--- src/rtl/fifo_read_ctrl_if.sv ---
// Read-side bundle of the async FIFO: write-pointer crossing, memory read port,
// output handshake and status.
//   master : the read controller (drives rptr_gray, raddr, dout, dout_valid, empty, level)
//   slave  : the surrounding system (drives wptr_gray, rdata_mem, dout_ready)
interface fifo_read_ctrl_if #(
  parameter int unsigned ADDR_WIDTH = 4,
  parameter int unsigned DATA_WIDTH = 32
) ();
  logic [ADDR_WIDTH:0]   wptr_gray;
  logic [ADDR_WIDTH:0]   rptr_gray;
  logic [ADDR_WIDTH-1:0] raddr;
  logic [DATA_WIDTH-1:0] rdata_mem;
  logic [DATA_WIDTH-1:0] dout;
  logic                  dout_valid;
  logic                  dout_ready;
  logic                  empty;
  logic [ADDR_WIDTH:0]   level;

  modport master (
    input  wptr_gray, rdata_mem, dout_ready,
    output rptr_gray, raddr, dout, dout_valid, empty, level
  );

  modport slave (
    output wptr_gray, rdata_mem, dout_ready,
    input  rptr_gray, raddr, dout, dout_valid, empty, level
  );
endinterface

--- src/rtl/fifo_read_ctrl.sv ---
// Read-domain controller of the asynchronous FIFO.
// Synchronizes the Gray write pointer, derives empty/level, advances the read
// pointer and feeds a one-entry registered output stage with valid/ready.
// Ports:
//   rclk   : read-domain clock
//   rrst_n : asynchronous active-low reset
//   bus    : fifo_read_ctrl_if.master (pointers, memory read port, handshake, status)
module fifo_read_ctrl #(
  parameter int unsigned ADDR_WIDTH = 4,
  parameter int unsigned DATA_WIDTH = 32
) (
  input logic               rclk,
  input logic               rrst_n,
  fifo_read_ctrl_if.master  bus
);

  localparam int unsigned PW = ADDR_WIDTH + 1;

  logic [PW-1:0]         rbin;
  logic [PW-1:0]         rgray;
  logic [PW-1:0]         wq1;
  logic [PW-1:0]         wq2;
  logic [PW-1:0]         rbin_inc;
  logic [DATA_WIDTH-1:0] dout_q;
  logic                  dout_valid_q;
  logic                  empty_c;
  logic                  pop_c;

  // Gray to binary: each binary bit is the XOR of all Gray bits at or above it.
  function automatic logic [PW-1:0] gray2bin(input logic [PW-1:0] g);
    logic [PW-1:0] b;
    b = g;
    for (int i = 1; i < int'(PW); i++) begin
      b = b ^ (g >> i);
    end
    return b;
  endfunction

  // Two-flop crossing of the write pointer.
  always_ff @(posedge rclk or negedge rrst_n) begin
    if (!rrst_n) begin
      wq1 <= '0;
      wq2 <= '0;
    end else begin
      wq1 <= bus.wptr_gray;
      wq2 <= wq1;
    end
  end

  // Pop whenever memory has a word and the output stage is free or being drained.
  always_comb begin
    rbin_inc = rbin + PW'(1);
    empty_c  = (rgray == wq2);
    pop_c    = !empty_c && (!dout_valid_q || bus.dout_ready);
  end

  // Read pointer and output stage.
  always_ff @(posedge rclk or negedge rrst_n) begin
    if (!rrst_n) begin
      rbin         <= '0;
      rgray        <= '0;
      dout_q       <= '0;
      dout_valid_q <= 1'b0;
    end else if (pop_c) begin
      rbin         <= rbin_inc;
      rgray        <= rbin_inc ^ (rbin_inc >> 1);
      dout_q       <= bus.rdata_mem;
      dout_valid_q <= 1'b1;
    end else if (dout_valid_q && bus.dout_ready) begin
      dout_valid_q <= 1'b0;
    end
  end

  assign bus.rptr_gray  = rgray;
  assign bus.raddr      = rbin[ADDR_WIDTH-1:0];
  assign bus.dout       = dout_q;
  assign bus.dout_valid = dout_valid_q;
  assign bus.empty      = empty_c;
  // Modulo subtraction; the extra pointer bit makes a full memory read as 2^ADDR_WIDTH.
  assign bus.level      = gray2bin(wq2) - rbin;

endmodule

--- src/flat_wrapper.sv ---
// flat-port wrapper written by rule: the top's interface ports become plain ports
module fifo_read_ctrl_flat 
#(
  parameter int unsigned ADDR_WIDTH = 4,
  parameter int unsigned DATA_WIDTH = 32
)
  (rclk, rrst_n, bus_wptr_gray, bus_rdata_mem, bus_dout_ready, bus_rptr_gray, bus_raddr, bus_dout, bus_dout_valid, bus_empty, bus_level);
  fifo_read_ctrl_if #(.ADDR_WIDTH(ADDR_WIDTH), .DATA_WIDTH(DATA_WIDTH)) bus_i ();
  input logic rclk;
  input logic rrst_n;
  input wire logic [$bits(bus_i.wptr_gray)-1:0] bus_wptr_gray;
  input wire logic [$bits(bus_i.rdata_mem)-1:0] bus_rdata_mem;
  input wire logic [$bits(bus_i.dout_ready)-1:0] bus_dout_ready;
  output wire logic [$bits(bus_i.rptr_gray)-1:0] bus_rptr_gray;
  output wire logic [$bits(bus_i.raddr)-1:0] bus_raddr;
  output wire logic [$bits(bus_i.dout)-1:0] bus_dout;
  output wire logic [$bits(bus_i.dout_valid)-1:0] bus_dout_valid;
  output wire logic [$bits(bus_i.empty)-1:0] bus_empty;
  output wire logic [$bits(bus_i.level)-1:0] bus_level;
  assign bus_i.wptr_gray = bus_wptr_gray;
  assign bus_i.rdata_mem = bus_rdata_mem;
  assign bus_i.dout_ready = bus_dout_ready;
  assign bus_rptr_gray = bus_i.rptr_gray;
  assign bus_raddr = bus_i.raddr;
  assign bus_dout = bus_i.dout;
  assign bus_dout_valid = bus_i.dout_valid;
  assign bus_empty = bus_i.empty;
  assign bus_level = bus_i.level;
  fifo_read_ctrl #(.ADDR_WIDTH(ADDR_WIDTH), .DATA_WIDTH(DATA_WIDTH)) u_core (.rclk(rclk), .rrst_n(rrst_n), .bus(bus_i));
endmodule
--- config.mk ---
export PLATFORM = sky130hd
export DESIGN_NAME = fifo_read_ctrl_flat
export DESIGN_NICKNAME = d
export VERILOG_FILES = /design/src/rtl/fifo_read_ctrl_if.sv /design/src/rtl/fifo_read_ctrl.sv /design/src/flat_wrapper.sv
export SDC_FILE = /design/constraint.sdc
export NUM_CORES = 1
export LEC_CHECK = 0
export ABC_AREA = 1
export CORE_MARGIN = 2
export CORE_UTILIZATION = 33
export CTS_CLUSTER_DIAMETER = 60
export DETAILED_ROUTE_END_ITERATION = 16
export PLACE_DENSITY = 0.66
export SLEW_MARGIN = 25
export SYNTH_ARGS = -nofsm -noshare
export SYNTH_HDL_FRONTEND = slang
export SYNTH_SLANG_ARGS = --single-unit
--- constraint.sdc ---
create_clock -name rclk -period 3.8 [get_ports rclk]
set_clock_uncertainty 0.1 [all_clocks]
set_input_delay 0.76 -clock rclk [delete_from_list [all_inputs] [get_ports rclk]]
set_output_delay 0.76 -clock rclk [all_outputs]
set_load 0.01 [all_outputs]
# Word level (Yosys, flattened, before mapping)
# Index checks and enable logic that the tools add are counted.
# word_totals
ff_bits	53
inputBits	40
out_inout_bits	48
wordCells	22
# op_classes
n_addsub	2
n_eq_ne	1
muxes	2
bitwise_logic	5
reduce_logical	6
# op_table
op	count
5-bit by 4-bit XOR with 5-bit output	2
5-bit by 1-bit adder with 5-bit output, second input constant	1
5-bit == test	1
5-bit subtractor	1
5-bit by 1-bit XOR with 5-bit output	1
5-bit by 2-bit XOR with 5-bit output	1
5-bit by 3-bit XOR with 5-bit output	1
1-bit logical AND	2
1-bit zero test	2
1-bit two-way mux	2
2-bit nonzero test	1
1-bit logical OR	1

# Longest topological paths before layout
# logic_depth
word_depth	5
depth_mapped	11

# Worst setup path before layout
# No wires, ideal clock.
# synth_path
kind	register to output
start	register u_core.wq2[4]
end	output port bus_level[4]
arrival_ns	2.103
t_required_ns	2.940
slack_ns	0.837
path_stages_with_launch	12
n_path_buf	1
path_cell_list	dfrtp_1 buf_2 xnor2_1 or2_2 nand2_1 nand2_1 nand2_1 inv_1 ha_1 fa_1 o21ai_0 xor2_1
# synth_between
elab_chain_cells	5
# synth_rtl
item	line	source
start, declared	fifo_read_ctrl.sv:22	logic [PW-1:0] wq2;
start signal, assigned	fifo_read_ctrl.sv:46	wq2 <= wq1;
5-bit by 4-bit XOR with 5-bit output	fifo_read_ctrl.sv:34	b = b ^ (g >> i);
5-bit by 3-bit XOR with 5-bit output	fifo_read_ctrl.sv:34	
5-bit by 2-bit XOR with 5-bit output	fifo_read_ctrl.sv:34	
5-bit by 1-bit XOR with 5-bit output *	fifo_read_ctrl.sv:34	
5-bit subtractor *	fifo_read_ctrl.sv:80	assign bus.level = gray2bin(wq2) - rbin;
end, declared	flat_wrapper.sv:19	output wire logic [$bits(bus_i.level)-1:0] bus_level;
# Mark *: on every way between the ends. The rest lies on a longest branch, timed or not.

# Final worst setup path
# layout_path
start	register u_core.wq2[4]
end	output port bus_level[2]
# layout_between
elab_chain_cells	4
# layout_rtl
item	line
5-bit by 3-bit XOR with 5-bit output	fifo_read_ctrl.sv:34
5-bit by 2-bit XOR with 5-bit output	fifo_read_ctrl.sv:34
5-bit by 1-bit XOR with 5-bit output *	fifo_read_ctrl.sv:34
5-bit subtractor *	fifo_read_ctrl.sv:80
# Marks and branches as above.

==> impl_metrics.tcl <==
set metrics [dict create \
    run_status "finished, final reports clean" \
    port_buffers 87 \
    path_class "flop to output port" \
    antenna_left 0 \
    rsz0062_at_grt "no" \
    grt_overflow 0 \
    dr.pass1.iters 5 \
    netlist_instances 284 \
    path_buf_inv 2 \
    drt_wl_total_um 5560 \
    crit_chain "xnor2_1 -> or2_2 -> nand2_1 -> nand2_1 -> nand2_1 -> inv_1 -> ha_1 -> fa_1 -> xnor2_1 -> clkdlybuf4s50_1" \
    cp_top_family "buffers and inverters" \
    die_w_um 89.9 \
    route.detailed.drc 0 \
    slew_violations 0 \
    via_per_inst 4.38 \
    cts.sinks 52 \
    finalCritPeriodShare_pct 95.0 \
    grt_start_max_net_pins 42 \
    htree_levels 2 \
    ios 88 \
    die_h_um 89.9 \
    synth_edf_count 0 \
    power.leakage_nw 1.72 \
    hold-worst-slack_ns 0.255 \
    power_density_nw_per_um2 567 \
    clkLatencyLatePin_ns 0.30 \
    clockBufferDepth 2 \
    setup_viol 0 \
    drive_gt1_share_pct 5.93 \
    dr_total_vias 2057 \
    fin_crit_ns 3.61 \
    max_freq_mhz 277 \
    grtUsageTotal_pct 14.0 \
    final_area_um2 3480 \
    crit_arrival_ns 2.75 \
    grt_antenna_before_repair 0 \
    nets 416 \
    max_slew.worst_pin.slew_ns 0.790 \
    cap_viol_max_count 0 \
    tns_ns 0 \
    cts-buffers-inserted 5 \
    cp-start-kind "flop" \
    synth_ff_type "dfrtp_1" \
    drt_first_iter_violations 106 \
    timing_hold_violations_final 0 \
    ir_worst_vdd_mv 0.181 \
    path_max_fanout 5 \
    synth_cell_types 20 \
    netlist_area_um2 2430 \
    synth-seq-area-share_pct 53.5 \
    syn_to_final_growth_pct 43.0 \
    clk_pin_slew_ns 0.09 \
    critical_path.most_common_cell "nand2_1" \
    gp_congestion 0.740 \
    wl_per_cell_um 11.8 \
    endpoint_kind "output port" \
    dp_worst_setup_slack_ns 0.301 \
    synth-async-reset-ratio_pct 100 \
    synth_area_per_cell_um2 8.56 \
    ctsHoldBuffers 0 \
    ys_seq_elements 52 \
    post-dp-hpwl_um 3870 \
    cts_tree "yes" \
    critical_path_required_ns 2.94 \
    dieArea_um2 8070 \
    setup_ws_ns 0.191 \
    ys_warn_count 0 \
    hold_path_class "flop to flop" \
    grt_pass1_wl_um 9220 \
    fillers 690 \
    slowest_stage "clkdlybuf4s50_1" \
    core_area_um2 7180 \
    cpPeakStageDelay_ns 0.57 \
    synth_fp_nets 330 \
    timing.slew.headroom_pct 47.3 \
    grt_pass1_vias 1984 \
    power_w 0.00197 \
    initial_core_util_pct 33.9 \
    placementRows 31 \
    placedInstanceArea_um2 3350 \
    root_buffer "clkbuf_8" \
    diodes 0 \
]
power by group:
group	switching [W]	total (W)	internal [W]
registers	0.000114	0.000772	0.000658
clock network	0.000180	0.000312	0.000131
logic	0.000418	0.000890	0.000472
metal layers:
metal	vias up	part of all wire, %	GRT usage [%]
met3	4	4.8	3.19
met1	934	45	17.7
met5	-	0	0
met4	0	1.3	4.62
li1	1055	-	-
met2	64	49	23.9
cell families after synthesis:
group	after synthesis	synth area share, %
flops	52	53.5
simple gates	175	30.8
xor+xnor	13	4.68
fa+ha+maj	6	3.40
compound gates	4	0.823
buf+inv	34	6.79
registers in the layout (all words and copies together) (netlist names):
signal	cells
u_core.bus.rptr_gray	5
u_core.bus.dout	32
u_core.rbin	4
u_core.wq1	5
u_core.wq2	5
u_core.bus.dout_valid	1
cells in the mapped netlist, drive strengths merged (2+ instances only):
cell type,instances,share of area [%]
nand3b,3,0.93
ha,5,2.6
nor2,7,1.3
nand3,43,8.8
xor2,7,2.5
buf,10,3.1
dfrtp,52,53
nand4,2,0.51
xnor2,6,2.2
inv,19,2.9
o21ai,2,0.41
a21oi,2,0.41
nand2,119,19
clkbuf,4,0.62
cell usage in the layout, fill, tap and decap left out, drive strengths merged:
| cell type | Yosys | layout |
|---|---|---|
| dfrtp | 52 | 52 |
| buf | 10 | 7 |
| ha | 5 | 5 |
| inv | 19 | 19 |
| o21ai | 2 | 2 |
| dlymetal6s2s | 0 | 1 |
| nand3 | 43 | 43 |
| or2 | 1 | 1 |
| clkbuf | 4 | 6 |
| nand4 | 2 | 2 |
| clkinv | 1 | 2 |
| clkdlybuf4s50 | 0 | 85 |
| nand2 | 119 | 119 |
| fa | 1 | 1 |
| xnor2 | 6 | 6 |
| xor2 | 7 | 7 |
| a21oi | 2 | 2 |
| nor2 | 7 | 7 |
| clkinvlp | 0 | 1 |
| nand3b | 3 | 3 |
worst paths after layout:
kind | slack [ns] | end | cells after the start | start
setup reg to reg | 1.79 | u_core.bus.dout[23]$_DFFE_PN0P_ | 7 | u_core.wq2[4]$_DFF_PN0_
setup / recovery | 0.19 | bus_level[2] | 10 | u_core.wq2[4]$_DFF_PN0_
hold reg to reg | 0.25 | u_core.wq2[2]$_DFF_PN0_ | 0 | u_core.wq1[2]$_DFF_PN0_
max in group asynchronous | 2.43 | u_core.bus.dout[9]$_DFFE_PN0P_ | 2 | rrst_n
min in group asynchronous | 0.44 | u_core.wq2[1]$_DFF_PN0_ | 1 | rrst_n
hold / removal | 0.25 | u_core.wq2[2]$_DFF_PN0_ | 0 | u_core.wq1[2]$_DFF_PN0_
timing repair:
action / 4_1_cts / 5_1_grt
setup buffers: 0 / 4
gates cloned: 0 / 0
setup endpoints to repair: 1 / 1
resized for setup: 3 / 2
layout make-up:
class                           count  area, um2  share of cell area (%)
Multi-Input combinational cell    198        973                    28.0
Clock buffer                        6       72.6                    2.09
Timing Repair Buffer               93        913                    26.3
Sequential cell                    52       1300                    37.5
Tap cell                           99        124                    3.56
Inverter                           20       75.1                    2.16
Clock inverter                      2       16.3                   0.468
through the flow:
step	utilization [%]	cells
after floorplan	-	284
after global placement	46.6	458
after detailed placement	46.6	458
after CTS	47.9	466
after global routing	48.5	470
final	48.5	470
No activity file was read; power rests on OpenSTA's default activity.
